### config.mk
export PLATFORM = sky130hd
export DESIGN_NAME = mem_arbiter_wb
export DESIGN_NICKNAME = d
export VERILOG_FILES = /design/src/rtl/mem_arbiter_wb.sv
export SDC_FILE = /design/constraint.sdc
export NUM_CORES = 1
export LEC_CHECK = 0
export BUFFER_PORTS_ARGS = -buffer_cell sky130_fd_sc_hd__buf_2
export CORE_AREA = 5 5 280 282
export DETAILED_ROUTE_END_ITERATION = 8
export DIE_AREA = 0 0 285 287
export GPL_TIMING_DRIVEN = 0
export PLACE_DENSITY = 0.49
export SYNTH_ARGS = -nofsm -noshare
export SYNTH_HDL_FRONTEND = slang
export SYNTH_SLANG_ARGS = --single-unit
### constraint.sdc
create_clock -name clk -period 33.4 [get_ports clk]
set_input_delay 10.02 -clock clk [delete_from_list [all_inputs] [get_ports clk]]
set_output_delay 10.02 -clock clk [all_outputs]
set_load 0.005 [all_outputs]
### src/rtl/mem_arbiter_wb.sv
// Arbiter between the D and I caches and one unified memory port, with a
// one-line posted write buffer that forwards to D-side reads of the same line.
module mem_arbiter_wb #(
  parameter int ADDR_W = 28,
  parameter int LINE_W = 128
) (
  input  logic              clk,
  input  logic              rst,
  input  logic              d_read,
  input  logic              d_write,
  input  logic [ADDR_W-1:0] d_addr,
  input  logic [LINE_W-1:0] d_wdata,
  output logic [LINE_W-1:0] d_rdata,
  output logic              d_ready,
  input  logic              i_read,
  input  logic              i_write,
  input  logic [ADDR_W-1:0] i_addr,
  output logic [LINE_W-1:0] i_rdata,
  output logic              i_ready,
  output logic              mem_read,
  output logic              mem_write,
  output logic [ADDR_W-1:0] mem_addr,
  output logic [LINE_W-1:0] mem_wdata,
  input  logic [LINE_W-1:0] mem_rdata,
  input  logic              mem_ready
);

  typedef enum logic [2:0] {IDLE, RD_D, RD_I, WR, RESP, GAP} state_t;

  state_t            state;
  logic [ADDR_W-1:0] buf_addr;
  logic [LINE_W-1:0] buf_data;
  logic              bv;
  logic              same_line;
  logic              unused_i_write;

  assign same_line      = (d_addr == buf_addr);
  assign unused_i_write = i_write;

  always_ff @(posedge clk) begin
    if (rst) begin
      state     <= IDLE;
      bv        <= 1'b0;
      d_rdata   <= '0;
      d_ready   <= 1'b0;
      i_rdata   <= '0;
      i_ready   <= 1'b0;
      mem_read  <= 1'b0;
      mem_write <= 1'b0;
      mem_addr  <= '0;
      mem_wdata <= '0;
    end else begin
      case (state)
        IDLE: begin
          if (d_read && bv && same_line) begin
            d_rdata <= buf_data;
            d_ready <= 1'b1;
            state   <= RESP;
          end else if (d_write && (!bv || same_line)) begin
            // Same-line write-backs simply overwrite the buffered copy.
            buf_addr <= d_addr;
            buf_data <= d_wdata;
            bv       <= 1'b1;
            d_ready  <= 1'b1;
            state    <= RESP;
          end else if (d_write || (!d_read && !i_read && bv)) begin
            // Buffer is occupied by another line, or the port is free: drain it.
            mem_write <= 1'b1;
            mem_addr  <= buf_addr;
            mem_wdata <= buf_data;
            state     <= WR;
          end else if (d_read) begin
            mem_read <= 1'b1;
            mem_addr <= d_addr;
            state    <= RD_D;
          end else if (i_read) begin
            mem_read <= 1'b1;
            mem_addr <= i_addr;
            state    <= RD_I;
          end
        end
        RD_D: begin
          if (mem_ready) begin
            d_rdata  <= mem_rdata;
            d_ready  <= 1'b1;
            mem_read <= 1'b0;
            state    <= RESP;
          end
        end
        RD_I: begin
          if (mem_ready) begin
            i_rdata  <= mem_rdata;
            i_ready  <= 1'b1;
            mem_read <= 1'b0;
            state    <= RESP;
          end
        end
        WR: begin
          if (mem_ready) begin
            mem_write <= 1'b0;
            bv        <= 1'b0;
            state     <= GAP;
          end
        end
        RESP: begin
          d_ready <= 1'b0;
          i_ready <= 1'b0;
          state   <= GAP;
        end
        GAP: begin
          // Idle cycle so requesters can drop held requests and memory rests.
          state <= IDLE;
        end
        default: state <= IDLE;
      endcase
    end
  end

endmodule

==> results.md <==
* Outcome: finished, final reports clean
* Gr ovfl total at 0
* Gate power share at between 20% and 30%
* Reg area at 13,100 um^2
* Minimum clock period at 13.60 ns
* Synth Flop Type: dfxtp_1
* Via count at 20,900
* Vias/cell at between 5 and 6
* Async SR Flop Fraction at 0%
* Area share of the largest cell type after synthesis at between 30 and 40%
* R2R depth at 12
* Slowest-stage cell, CP: clkbuf_1
* Setup crit start kind: input pin
* P_sw at between 0.0006 and 0.0007 W
* Layout area overhead at 31.3%
* Fin crit share at 40.7%
* WP data arrival at 13.96 ns
* TritonRoute pass-1 iters at 6
* Number of setup violations in the final report at 0
* Post-synth EDFFs at 156
* Least-Margin Pin Slew at 1.43 ns
* Worst setup margin at 19.80 ns
* Drt total wl at 104 mm
* Fraction of layout cells with a size suffix above 1 at 28.4%
* Sequential share of power at about 43%
* CP Class: in2reg
* Die area at between 80,000 and 90,000 um^2
* Routed Antenna Nets at 0
* Max-cap violation count at 0
* Port bufs at 731
* Worst Setup End Kind: flop
* Core ar. at around 75,000 um^2
* Clock Pin Slew Worst Setup and Hold Paths at 0.06 ns
* Die span in y at 287 um
* Dominant cell type by area after synthesis: dfxtp_1
* #FFs+latches synth at around 580
* YS warnings at 0
* IO Count at ~740
* Initial core utilization at 31.2%
* Post-DP HPWL at between 80 and 90 mm
* Critical path cell sequence: clkbuf_1 -> clkbuf_1 -> clkbuf_1 -> clkbuf_1 -> nor3_2 -> buf_6 -> buf_6 -> buf_6 -> buf_6 -> buf_6 -> buf_6
* Skew final at roughly 0.034 ns
* Die X-Extent at 285 um
* Ranking of synthesized cells by area: dfxtp_1 36%, edfxtp_1 20%, mux2i_1 7.8%, nand2b_1 7.5%, nand2_1 4.2%
* Post-synthesis cell area at 23,500 um^2
* Unique masters post-synth at 44
* Hold path depth at 2
* Initial DRC count at 1,438
* Int Pwr at 0.00144 W
* Fmax at 73.5 MHz
* Multi-input logic area at 9550 um^2
* Setup WS pre-CTS at 19.06 ns
* Max Buffers Root-to-Sink at 3
* Largest fanout on the critical path at 12
* CTS tree: yes
* CTS hold repair buffers at 0
* Post-route DRC at 0
* Final Hold Violating Endpoints at 0
* Largest net degree at the start of global routing at 14
* Total Neg Setup Slack at 0 ns
* Cell area power density at ~68 nW/um^2
* Clock tree sinks at 576
* Max incr delay on CP at about 1.0 ns
* Syn avg cell area at ~10 um^2
* Total setup buffers inserted after CTS at 0
* Drt wl/cell at 24.9 um
* CTS Buf Count at 68
* P_leak at 12.4 nW
* RSZ-0062 raised after global routing: false
* Max Slew Vio Count at 0
* Most frequent CP cell: buf_6
* Clk_lat worst skew at ~0.61 ns
* Seq/Total Area, Yosys at ~56%
* Peak supply drop at 0.0318 mV
* Root Buffer Master: clkbuf_16
* Gpl congestion at between 0.9 and 1
* Nets@finish at 3,445
* Switching Fraction at 30.9%
* CTS resizes at 0
* Hold WC Path Type: reg2reg
* Row Count at 101
* Total routing usage reported by global routing at 24.2%
* Worst slew margin at 4.92%
* H-tree depth at 3
* Global-route wire length before repair at 148 mm
* Vias in the first global route at 21,300
* Syn Inst Count at 2,306
* Clock power frac at 35.4%
* Initial antenna violation count at 31
* Synthesized Nets at roughly 2,600
* CP required at 33.76 ns
* Fill cells at 7,558
[final timing paths]
path | from | endpoint | slack (ns)
hold / removal | i_rdata[65]$_SDFFE_PP0P_ | i_rdata[65]$_SDFFE_PP0P_ | 0.45
setup reg to reg | buf_addr[24]$_DFFE_PP_ | buf_data[62]$_DFFE_PP_ | 29.26
hold reg to reg | i_rdata[65]$_SDFFE_PP0P_ | i_rdata[65]$_SDFFE_PP0P_ | 0.45
setup / recovery | rst | buf_data[62]$_DFFE_PP_ | 19.80
[cells by family after synthesis]
family | after synthesis | share of synthesized area [%]
buf+inv | 211 | 3.83
simple gates | 866 | 18.7
mux | 184 | 7.83
flops | 576 | 55.6
xor+xnor | 28 | 1.04
compound gates | 441 | 13.0
[layout by cell type, fill, tap and decap left out, types with 3 or more instances in the layout]
master,n
nand4_1,5
nor4_2,4
a211oi_2,11
nor4_1,129
clkbuf_16,70
buf_6,24
inv_1,3
edfxtp_1,156
bufinv_16,3
xor2_1,16
and3_1,3
xnor2_1,12
o21bai_1,129
dfxtp_1,420
buf_8,4
and4_1,4
a21oi_1,133
clkinv_2,9
clkbuf_1,188
clkinv_1,6
o21ai_0,4
nand2_1,262
nand2b_1,284
nand3_1,4
buf_4,3
a211o_1,29
mux2i_1,184
a211oi_1,119
diode_2,15
buf_2,755
clkinv_8,3
nor2_1,164
clkbuf_8,11
[cell usage after synthesis (3+ instances only)]
master	instances
xnor2_1	12
o21bai_1	129
and4_1	4
edfxtp_1	156
a211oi_1	119
and3_1	3
o21ai_0	4
a211o_1	29
a211oi_2	11
xor2_1	16
buf_4	3
a21oi_1	133
nor4_2	4
nand4_1	5
mux2i_1	184
nor2_1	164
nand3_1	4
nor4_1	129
dfxtp_1	420
clkbuf_1	170
buf_6	9
inv_1	3
nand2b_1	284
buf_2	24
nand2_1	262
[metrics by stage]
| stage | total power, W | hold WS [ns] | util (%) | cells | cell area, um^2 |
|---|---|---|---|---|---|
| floorplan | 0.00113 | 0.449 | - | 2306 | 23500 |
| global placement | 0.00137 | 0.439 | 37.7 | 4015 | 28400 |
| detailed placement | 0.00136 | 0.447 | 38.0 | 4034 | 28700 |
| CTS | 0.00211 | 0.454 | 40.9 | 4157 | 30900 |
| global route | 0.00218 | 0.473 | 40.9 | 4165 | 30900 |
| finish | 0.00209 | 0.452 | 40.9 | 4172 | 30900 |
[worst max-delay path, delay by kind of cell]
family	cells	cell delay [ns]
buffers and inverters	10	3.61
and+or+nand+nor	1	0.28
[state kept, by name, indices dropped and copies added, names as in the netlist]
name       cells
i_ready        1
state          3
buf_data     128
d_ready        1
bv             1
buf_addr      28
mem_wdata    128
i_rdata      128
mem_write      1
mem_addr      28
mem_read       1
d_rdata      128
[layer usage]
metal  routed length, um  part of all wire [%]  GRT usage [%]  up-vias
met3                9840                   9.4           9.49      161
met2               50000                    48           41.3      828
li1                    -                     -              -     9785
met1               41600                    40           28.5    10100
met4                2470                   2.4           6.20       26
met5                 172                  0.17              0        -
[power by group through the flow]
stage | clock [W] | sequential (W) | combinational [W]
after floorplan | 0 | 0.000905 | 0.000229
after global placement | 0 | 0.000927 | 0.000439
after detailed placement | 0 | 0.000905 | 0.000457
after CTS | 0.000756 | 0.000891 | 0.000459
after global routing | 0.000786 | 0.000901 | 0.000496
final | 0.000740 | 0.000891 | 0.000455
[layout make-up]
type                            count  share of cell area, %
Buffer                            208                   2.88
Sequential cell                   576                   42.4
Inverter                            3                 0.0365
Clock inverter                     24                  0.745
Tap cell                          978                   3.96
Clock buffer                       99                   6.38
Timing Repair Buffer              750                   12.6
Multi-Input combinational cell   1519                   30.9
Antenna cell                       15                  0.122
Power figures use the tool's default switching activity.
